`config.mk`:
```
export PLATFORM = sky130hd
export DESIGN_NAME = draw_engine
export DESIGN_NICKNAME = d
export VERILOG_FILES = /design/src/rtl/draw_pkg.sv /design/src/rtl/draw_engine_fb_addr_gen.sv /design/src/rtl/draw_engine.sv
export SDC_FILE = /design/constraint.sdc
export NUM_CORES = 1
export LEC_CHECK = 0
export BUFFER_PORTS_ARGS = -buffer_cell sky130_fd_sc_hd__clkbuf_2
export CORE_ASPECT_RATIO = 0.9
export CORE_MARGIN = 2
export CORE_UTILIZATION = 23
export CTS_CLUSTER_SIZE = 10
export DETAILED_ROUTE_END_ITERATION = 8
export SLEW_MARGIN = 15
export SYNTH_ARGS = -nofsm -noshare
export SYNTH_HDL_FRONTEND = slang
export SYNTH_SLANG_ARGS = --single-unit
```
`constraint.sdc`:
```
create_clock -name clk -period 7.25 [get_ports clk]
set_input_delay 1.8125 -clock clk [delete_from_list [all_inputs] [get_ports clk]]
set_output_delay 1.8125 -clock clk [all_outputs]
set_load 0.05 [all_outputs]
```
`src/rtl/draw_pkg.sv`:
```
// Shared command codes, FSM encoding and pixel-format constants for the draw engine.
package draw_pkg;

    localparam logic [1:0] CMD_PLOT  = 2'b00;
    localparam logic [1:0] CMD_CLEAR = 2'b01;

    localparam int BPP          = 8;
    localparam int PIX_PER_WORD = 4;

    typedef enum logic [1:0] {
        ST_IDLE  = 2'd0,
        ST_PLOT  = 2'd1,
        ST_CLEAR = 2'd2
    } state_t;

    // Replicate one greyscale pixel across every byte lane of a framebuffer word.
    function automatic logic [BPP*PIX_PER_WORD-1:0] fill_word(input logic [BPP-1:0] colour);
        return {PIX_PER_WORD{colour}};
    endfunction

endpackage

```
`src/rtl/draw_engine_fb_addr_gen.sv`:
```
// Combinational pixel (x, y) to framebuffer word address / byte-enable mapping.
// Kept separate so later read-back paths can share the same mapping.
module fb_addr_gen
    import draw_pkg::*;
#(
    parameter int SCREEN_W = 640,
    parameter int SCREEN_H = 480,
    parameter int ADDR_W   = 17
) (
    input  logic [9:0]        x,
    input  logic [8:0]        y,
    output logic [ADDR_W-1:0] addr,
    output logic [3:0]        be,
    output logic              in_range
);

    localparam int LIN_W = ADDR_W + 2;

    logic [LIN_W-1:0] lin;

    // Two extra bits hold the byte lane; legal coordinates never overflow LIN_W.
    always_comb begin
        lin      = LIN_W'(y) * LIN_W'(SCREEN_W) + LIN_W'(x);
        addr     = lin[LIN_W-1:2];
        be       = 4'b0001 << lin[1:0];
        in_range = (32'(x) < SCREEN_W) && (32'(y) < SCREEN_H);
    end

endmodule

```
`src/rtl/draw_engine.sv`:
```
// Framebuffer draw engine: 4-phase command handshake, single-pixel plot and full-screen clear.
// Optional clip statistics counter enabled by defining DRAW_ENGINE_CLIP_STATS_EN.
module draw_engine
    import draw_pkg::*;
#(
    parameter int SCREEN_W = 640,
    parameter int SCREEN_H = 480,
    parameter int ADDR_W   = 17
) (
    input  logic              clk,
    input  logic              rst_n,
    input  logic              de_req,
    output logic              de_ack,
    input  logic [1:0]        de_cmd,
    input  logic [9:0]        de_x,
    input  logic [8:0]        de_y,
    input  logic [7:0]        de_colour,
    output logic              busy,
`ifdef DRAW_ENGINE_CLIP_STATS_EN
    input  logic              clip_clr,
    output logic [15:0]       clip_count,
`endif
    output logic              mem_req,
    input  logic              mem_ack,
    output logic [ADDR_W-1:0] mem_addr,
    output logic [31:0]       mem_wdata,
    output logic [3:0]        mem_be
);

    localparam logic [ADDR_W-1:0] LAST_ADDR = ADDR_W'(SCREEN_W * SCREEN_H / PIX_PER_WORD - 1);

    state_t            state_q, state_d;
    logic              de_ack_q, de_ack_d;
    logic              mem_req_q, mem_req_d;
    logic [ADDR_W-1:0] addr_q, addr_d;
    logic [3:0]        be_q, be_d;
    logic [31:0]       wdata_q, wdata_d;

    logic [ADDR_W-1:0] gen_addr;
    logic [3:0]        gen_be;
    logic              gen_in_range;
    logic              accept;

    fb_addr_gen #(
        .SCREEN_W (SCREEN_W),
        .SCREEN_H (SCREEN_H),
        .ADDR_W   (ADDR_W)
    ) u_addr_gen (
        .x        (de_x),
        .y        (de_y),
        .addr     (gen_addr),
        .be       (gen_be),
        .in_range (gen_in_range)
    );

    // A new request is taken only once the previous handshake and command have both completed.
    assign accept = de_req && !de_ack_q && (state_q == ST_IDLE);

    always_ff @(posedge clk) begin
        if (!rst_n) begin
            state_q   <= ST_IDLE;
            de_ack_q  <= 1'b0;
            mem_req_q <= 1'b0;
            addr_q    <= '0;
            be_q      <= '0;
            wdata_q   <= '0;
        end else begin
            state_q   <= state_d;
            de_ack_q  <= de_ack_d;
            mem_req_q <= mem_req_d;
            addr_q    <= addr_d;
            be_q      <= be_d;
            wdata_q   <= wdata_d;
        end
    end

    always_comb begin
        state_d   = state_q;
        de_ack_d  = de_ack_q && de_req;
        mem_req_d = mem_req_q;
        addr_d    = addr_q;
        be_d      = be_q;
        wdata_d   = wdata_q;

        if (accept) begin
            de_ack_d = 1'b1;
        end

        unique case (state_q)
            ST_IDLE: begin
                if (accept) begin
                    // Clipped plots and reserved commands still spend one busy cycle in PLOT, with no write.
                    if (de_cmd == CMD_PLOT) begin
                        state_d   = ST_PLOT;
                        mem_req_d = gen_in_range;
                        addr_d    = gen_addr;
                        be_d      = gen_be;
                        wdata_d   = fill_word(de_colour);
                    end else if (de_cmd == CMD_CLEAR) begin
                        state_d   = ST_CLEAR;
                        mem_req_d = 1'b1;
                        addr_d    = '0;
                        be_d      = 4'hF;
                        wdata_d   = fill_word(de_colour);
                    end else begin
                        state_d   = ST_PLOT;
                        mem_req_d = 1'b0;
                    end
                end
            end

            ST_PLOT: begin
                if (!mem_req_q || mem_ack) begin
                    state_d   = ST_IDLE;
                    mem_req_d = 1'b0;
                end
            end

            ST_CLEAR: begin
                if (mem_ack) begin
                    if (addr_q == LAST_ADDR) begin
                        state_d   = ST_IDLE;
                        mem_req_d = 1'b0;
                    end else begin
                        addr_d = addr_q + 1'b1;
                    end
                end
            end

            default: begin
                state_d   = ST_IDLE;
                mem_req_d = 1'b0;
            end
        endcase
    end

    assign de_ack    = de_ack_q;
    assign busy      = (state_q != ST_IDLE);
    assign mem_req   = mem_req_q;
    assign mem_addr  = addr_q;
    assign mem_be    = be_q;
    assign mem_wdata = wdata_q;

`ifdef DRAW_ENGINE_CLIP_STATS_EN
    logic clip_hit;

    assign clip_hit = accept && (de_cmd == CMD_PLOT) && !gen_in_range;

    // Clear wins over a same-cycle clip; the count sticks at all-ones.
    always_ff @(posedge clk) begin
        if (!rst_n) begin
            clip_count <= '0;
        end else if (clip_clr) begin
            clip_count <= '0;
        end else if (clip_hit && (clip_count != 16'hFFFF)) begin
            clip_count <= clip_count + 16'd1;
        end
    end
`endif

endmodule

```
==> results of run 1 <==
## metal layers
layer  vias up  GRT usage
met5         -          0
met4         0    0.04118
met3         9    0.02128
met2        93     0.2048
met1      1270     0.1770
li1       1352          -
## flip-flops by register name (all words and copies together) (netlist names)
| signal | flops |
|---|---|
| mem_addr | 17 |
| mem_wdata | 8 |
| mem_be | 4 |
| state_q | 2 |
| de_ack | 1 |
| mem_req | 1 |
## worst register-to-register path: stages, from the launching register on
cell	delay [ps]
dfxtp_1	390
or3_1	410
nor2_1	800
o22ai_1	170
o21a_1	250
or3_1	360
## power groups by stage
stage | clock (uW) | combinational (uW) | sequential, uW
2_1_floorplan | 0 | 138 | 239
3_3_place_gp | 0 | 210 | 208
3_5_place_dp | 0 | 212 | 209
4_1_cts | 211 | 213 | 205
5_1_grt | 219 | 232 | 207
6_report | 204 | 213 | 205
## per-stage QoR
stage / hold WS, ps / util / setup slack [ps] / total power, uW / cells
floorplan: 551.1 / - / 2898 / 377.0 / 339
global placement: 465.8 / 0.2707 / 2635 / 418.3 / 548
detailed placement: 474.5 / 0.2707 / 2552 / 421.4 / 548
CTS: 482.0 / 0.2830 / 2839 / 629.3 / 556
global route: 516.6 / 0.2830 / 2634 / 658.8 / 556
finish: 483.4 / 0.2830 / 2821 / 622.3 / 556
## cells by family after synthesis
group                    count (synthesis)  share of synthesized area
multiplexers                             1                   0.003790
AND/OR/NAND/NOR                        125                     0.2354
XOR/XNOR                                12                    0.04785
AO/OA/AOI/OAI                           95                     0.2497
flip-flops                              33                     0.2501
adder cells (fa/ha/maj)                 20                     0.1004
buffers and inverters                   53                     0.1127
## path summary, 6_finish.rpt
path,slack [ps],endpoint,startpoint,depth (start not counted)
worst max register to register,4750,mem_addr[14],state_q[1],5
worst max-delay path,2820,mem_addr[15],de_y[1],10
worst min-delay path,480,de_ack,de_ack,2
worst min register to register,480,de_ack,de_ack,2
## cells in the final DEF (no fill, tap or decap), types with 6 or more instances in the layout
cell type,netlist,final
o21ai_0,18,18
nand2_1,35,35
nor2_1,26,26
inv_1,14,14
and3_1,7,7
clkbuf_2,0,88
a21oi_1,27,27
a31oi_1,7,7
ha_1,18,18
nor3_1,19,19
nand3_1,6,6
or3_1,6,6
xnor2_1,9,9
dfxtp_1,33,33
## layout make-up
class                   count  area (sq um)  share of cell area
flip-flops and latches     33         660.6              0.2067
repair buffers             91         462.9              0.1448
inverters                  15         56.30             0.01761
multi-input cells         253          1683              0.5264
clock buffers               6         128.9             0.04031
well taps                 156         195.2             0.06106
clock inverters             2         10.01            0.003131
==> reports/qor.log, run 1 <==
INFO  timing         maxSlewHeadroom=0.2952
INFO  route          dr_top_layer=met4
INFO  timing         worst_clock_skew=5.848ps
INFO  clock_network  post_cts_hold_buffer_count=0
INFO  timing         slew_of_the_pin_with_the_lowest_slew_margin=1053ps
INFO  critical_path  cpLargestDelayFamily=adder cells
INFO  logic_synthesis ys_dominant_reg_cell=dfxtp_1
INFO  logic_synthesis ys_types=62
INFO  route          route.final.wire_length=7845microns
INFO  finish         post_route_cells_drive_above_1_share=0.2700
INFO  logic_synthesis synth_async_sr_flop_share=0
INFO  finish         final_area=3197squm
INFO  route          wl_met2=3592microns
INFO  route          via_count=2,724
INFO  placed_design  placed_area=3058squm
INFO  global_route   grt.total_usage=0.1289
INFO  route          drt_pass1_iterations=5
INFO  critical_path  worst_ep_required_time=7400ps
INFO  critical_path  cp_cell_instances=clkbuf_2 > ha_1 > ha_1 > fa_1 > nand2_1 > a2111oi_4 > o2111ai_1 > or4_1 > a31oi_1 > o31ai_1
INFO  route          dr.first_iter.drc_count=145
INFO  clock_network  cts_post_setup_buffers_inserted=0
INFO  power          intPower=386.0uW
INFO  logic_synthesis synthDominantAreaCellType=dfxtp_1
INFO  run_status     status=completed
INFO  clock_network  cts_buffer_depth=2
INFO  placed_design  routabilityCongestion=0.8752
INFO  clock_network  clock_latency=280ps
INFO  min_path       hold_path.class=flop to flop
INFO  critical_path  critical_path.endpoint_type=flop
INFO  critical_path  worst_path_most_repeated_cell=ha_1
INFO  logic_synthesis synth-seq-area-share=0.2501
INFO  finish         signed_area_change_from_the_synthesized_netlist_to_the_final_layout=21.03%
INFO  global_route   maximum_number_of_pins_on_one_net_before_global_route_repair=29
INFO  logic_synthesis synthMostInstantiatedCell=nand2_1
INFO  route          ant_nets=0
INFO  power          vdd_drop_max=0.08431mV
INFO  clock_network  cts_tree=yes
INFO  logic_synthesis netlist_area=2641squm
INFO  clock_network  cts_resized=0
INFO  clock_network  cts.clk_slew.worst_paths=50ps
INFO  power          p_per_area=194.7nW/um^2
INFO  global_route   grt_antenna_before_repair=0
INFO  floorplan      rows=37
INFO  floorplan      pin_count=89
INFO  timing         finalCritPeriodShare=0.6108
INFO  power          share_comb_of_total_power=0.342
INFO  route          post_drt_via_cell_ratio=4.899
INFO  job            max_cap_violations=0
INFO  clock_network  cts_htree_levels=2
INFO  placed_design  hpwl=5971microns
INFO  route          met1_length=3699microns
INFO  finish         antennaDiodeCount=0
INFO  timing         final_period_minus_worst_setup_slack=4429ps
INFO  floorplan      die_outline_height=105.7microns
INFO  critical_path  slowest_delay=590ps
INFO  logic_synthesis synth_net_count=392
INFO  power          pwr-share-clk=0.329
INFO  logic_synthesis synth_edf_count=0
INFO  power          power.share.sequential=0.330
INFO  logic_synthesis yosysTopAreaCellShare=0.2501
INFO  critical_path  setup.worst_path.class=input pin to flop
INFO  power          cellLeakagePower=0.001398uW
INFO  timing         report.final.setup_viol=0
INFO  timing         final_max_slew_viol_count=0
INFO  placed_design  io_buffer_count=88
INFO  logic_synthesis synthesis.yosys.warnings=0
INFO  route          route.detailed.drc=0
INFO  logic_synthesis netlist_top_cells_count=35 x nand2_1, 33 x dfxtp_1, 27 x a21oi_1
INFO  power          sw_frac_of_total=0.3797
INFO  critical_path  crit_path_max_fanout=4
INFO  logic_synthesis post_synth.cell_area_avg=7.791squm
INFO  timing         achievable-frequency=225.8MHz
INFO  clock_network  clockRootBuffer=clkbuf_16
INFO  floorplan      floorplan.initialDensity=0.2338
INFO  critical_path  buffers_and_inverters_on_the_worst_path=1
INFO  global_route   first_global_vias=2,558
INFO  route          post_drt_wl_per_cell=14.11microns
INFO  floorplan      design.die.area=12,360squm
INFO  power          switching_power_summed_over_all_nets=236.3uW
INFO  clock_network  cts_inserted_buffers=5
INFO  timing         report.final.hold_viol_count=0
INFO  finish         final_nets=452
INFO  clock_network  cts_sinks=33
INFO  logic_synthesis synth_area_leaders=dfxtp_1 25%, ha_1 8.5%, buf_4 6.8%, a21oi_1 5.1%, nand2_1 5.0%
INFO  finish         num-fill-cells=1,263
INFO  floorplan      die_x=117.0microns
INFO  route          detailroute.wirelength.met3=436microns
INFO  timing         setup_repair_after_global_routing_missed_its_margin=false
INFO  logic_synthesis postSynthRegisterBits=33
INFO  critical_path  crit_path_top_delay_cell=or4_1
INFO  floorplan      core_region_area=11,300squm
INFO  critical_path  timing.critical_path.arrival=4580ps
INFO  global_route   grt_overflow=0
INFO  timing         tns=0ps
INFO  logic_synthesis postSynthCellCount=339
INFO  global_route   wire_length_of_the_first_global_routing_pass=12,630microns
INFO  critical_path  crit_path_start_kind=input pin
No activity file was read; power rests on OpenSTA's default activity.
==> inputs of run 2 (changes only) <==
==> constraint.sdc (replaced) <==
create_clock -name clk -period 4.34 [get_ports clk]
set_input_delay 1.085 -clock clk [delete_from_list [all_inputs] [get_ports clk]]
set_output_delay 1.085 -clock clk [all_outputs]
set_load 0.05 [all_outputs]
==> reports/qor.log, run 2 (synthesis gave the netlist of run 1 again) <==
INFO  run_status     status=completed [unchanged]
INFO  route          dr.first_iter.drc_count=147 [was 145]
INFO  finish         final_common_cell=clkbuf_2 [unchanged]
INFO  route          route.final.wire_length=7764microns [was 7845 microns]
INFO  power          p_per_area=324.5nW/um^2 [was 194.7 nW/um^2]
INFO  power          pwr-share-clk=0.329 [about the same]
INFO  power          cellLeakagePower=0.001403uW [was 0.001398 uW]
INFO  clock_network  cts_sinks=33 [unchanged]
INFO  clock_network  cts_resized=0 [unchanged]
INFO  clock_network  post_cts_hold_buffer_count=0 [unchanged]
INFO  timing         final_period_minus_worst_setup_slack=3687ps
INFO  route          post_drt_via_cell_ratio=4.896 [was 4.899]
INFO  floorplan      pin_count=89 [unchanged]
INFO  route          post_drt_wl_per_cell=13.94microns [was 14.11 microns]
INFO  power          switching_power_summed_over_all_nets=394.3uW [was 236.3 uW]
INFO  floorplan      die_x=117.0microns [unchanged]
INFO  placed_design  io_buffer_count=88 [unchanged]
INFO  critical_path  crit_path_max_fanout=4 [unchanged]
INFO  finish         signed_area_change_from_the_synthesized_netlist_to_the_final_layout=21.32% [was 21.03%]
INFO  floorplan      design.die.area=12,360squm [unchanged]
INFO  global_route   first_global_vias=2,552 [was 2,558]
INFO  placed_design  routabilityCongestion=0.8759 [was 0.8752]
INFO  global_route   grt_overflow=0 [unchanged]
INFO  finish         largest_register_ff_count=17 [unchanged]
INFO  finish         antennaDiodeCount=0 [unchanged]
INFO  clock_network  cts_buffer_depth=2 [unchanged]
INFO  timing         slew_of_the_pin_with_the_lowest_slew_margin=604.0ps [was 1053 ps]
INFO  min_path       hold_path.class=flop to flop [unchanged]
INFO  finish         instances_no_fill=557 [was 556]
INFO  floorplan      core_region_area=11,300squm [unchanged]
INFO  timing         finalCritPeriodShare=0.8496
INFO  placed_design  dpl_worst_slack=380.1ps [was 2552 ps]
INFO  critical_path  critical_path.endpoint_type=flop [unchanged]
INFO  critical_path  crit_path_start_kind=input pin [unchanged]
INFO  clock_network  cts_inserted_buffers=5 [unchanged]
INFO  clock_network  clock_latency=280ps [about the same]
INFO  timing         final_max_slew_viol_count=0 [unchanged]
INFO  route          route.detailed.drc=0 [unchanged]
INFO  clock_network  cts_post_setup_buffers_inserted=0 [unchanged]
INFO  timing         report.final.setup_viol=0 [unchanged]
INFO  finish         layout_common_cells=88 x clkbuf_2, 35 x nand2_1, 33 x dfxtp_1 [unchanged]
INFO  timing         maxSlewHeadroom=0.5939 [was 0.2952]
INFO  critical_path  setup.worst_path.class=input pin to flop [unchanged]
INFO  timing         tns=0ps [unchanged]
INFO  critical_path  timing.critical_path.arrival=3840ps [was 4580 ps]
INFO  placed_design  place.detailed.instances=549 [was 548]
INFO  route          ant_nets=0 [unchanged]
INFO  finish         final_nets=453 [was 452]
INFO  route          drt_pass1_iterations=5 [unchanged]
INFO  timing         worst_clock_skew=5.264ps [was 5.848 ps]
INFO  power          intPower=645.4uW [was 386.0 uW]
INFO  global_route   grt_antenna_before_repair=0 [unchanged]
INFO  global_route   maximum_number_of_pins_on_one_net_before_global_route_repair=29 [unchanged]
INFO  route          via_count=2,727 [was 2,724]
INFO  clock_network  cts_tree=yes [unchanged]
INFO  power          vdd_drop_max=0.1373mV [was 0.08431 mV]
INFO  timing         achievable-frequency=271.2MHz
INFO  job            max_cap_violations=0 [unchanged]
INFO  clock_network  cts_htree_levels=2 [unchanged]
INFO  clock_network  clockRootBuffer=clkbuf_16 [unchanged]
INFO  finish         num-fill-cells=1,243 [was 1,263]
INFO  power          share_comb_of_total_power=0.341 [was 0.342]
INFO  power          sw_frac_of_total=0.3792 [was 0.3797]
INFO  global_route   grt.total_usage=0.1294 [was 0.1289]
INFO  critical_path  reg2reg_slack=1880ps [was 4750 ps]
INFO  timing         fin_ws=652.9ps [was 2821 ps]
INFO  clock_network  cts.clk_slew.worst_paths=50ps [about the same]
INFO  floorplan      floorplan.initialDensity=0.2338 [unchanged]
INFO  global_route   wire_length_of_the_first_global_routing_pass=12,770microns [was 12,630 microns]
INFO  power          power.share.sequential=0.329 [was 0.330]
INFO  power          power.total=1040uW [was 622.3 uW]
INFO  floorplan      rows=37 [unchanged]
INFO  finish         post_route_cells_drive_above_1_share=0.2718 [was 0.2700]
INFO  timing         setup_repair_after_global_routing_missed_its_margin=false [unchanged]
INFO  placed_design  hpwl=5905microns [was 5971 microns]
INFO  timing         report.final.hold_viol_count=0 [unchanged]
INFO  floorplan      die_outline_height=105.7microns [unchanged]
INFO  critical_path  worst_ep_required_time=4490ps [was 7400 ps]
INFO  timing         worst_hold_slack=480.4ps [was 483.4 ps]
-- run 2: area by class of cell --
cell class                      instances  area, sq um  share of cell area
Multi-Input combinational cell        253         1683              0.5252
Timing Repair Buffer                   92        470.5              0.1468
Sequential cell                        33        660.6              0.2062
Clock buffer                            6        128.9             0.04022
Clock inverter                          2        10.01            0.003124
Inverter                               15        56.30             0.01757
Tap cell                              156        195.2             0.06091
-- run 2: worst paths after layout --
| check | startpoint | endpoint | depth (start not counted) |
|---|---|---|---|
| setup / recovery | de_y[1] | mem_addr[15] | 10 |
| setup reg to reg | mem_addr[0] | mem_addr[14] | 7 |
| hold reg to reg | de_ack | de_ack | 2 |
| hold / removal | de_ack | de_ack | 2 |
-- run 2: stage by stage --
stage,instance area [sq um],utilization
after detailed placement,3065,0.2714
after global routing,3204,0.2837
after CTS,3204,0.2837
final,3204,0.2837
after global placement,3065,0.2714
after floorplan,2641,-
-- run 2: power groups by stage --
stage / sequential, uW / clock (uW) / combinational, uW
after detailed placement: 349 / 0 / 355
after floorplan: 400 / 0 / 230
after CTS: 342 / 348 / 357
final: 342 / 342 / 355
after global routing: 346 / 361 / 389
after global placement: 348 / 0 / 352
-- run 2: per-layer routing --
metal | up-vias | part of all wire | GRT usage
met3 | 8 | 0.071 | 0.02415
met1 | 1273 | 0.45 | 0.1798
met4 | 0 | 0.014 | 0.04118
met5 | - | 0 | 0
li1 | 1344 | - | -
met2 | 102 | 0.46 | 0.2011
-- run 2: critical path, stage by stage --
cell	delay (ps)
clkbuf_2	110
ha_1	300
ha_1	240
fa_1	550
nand2_1	100
a2111oi_4	390
o2111ai_1	200
or4_1	580
a31oi_1	170
o31ai_1	90
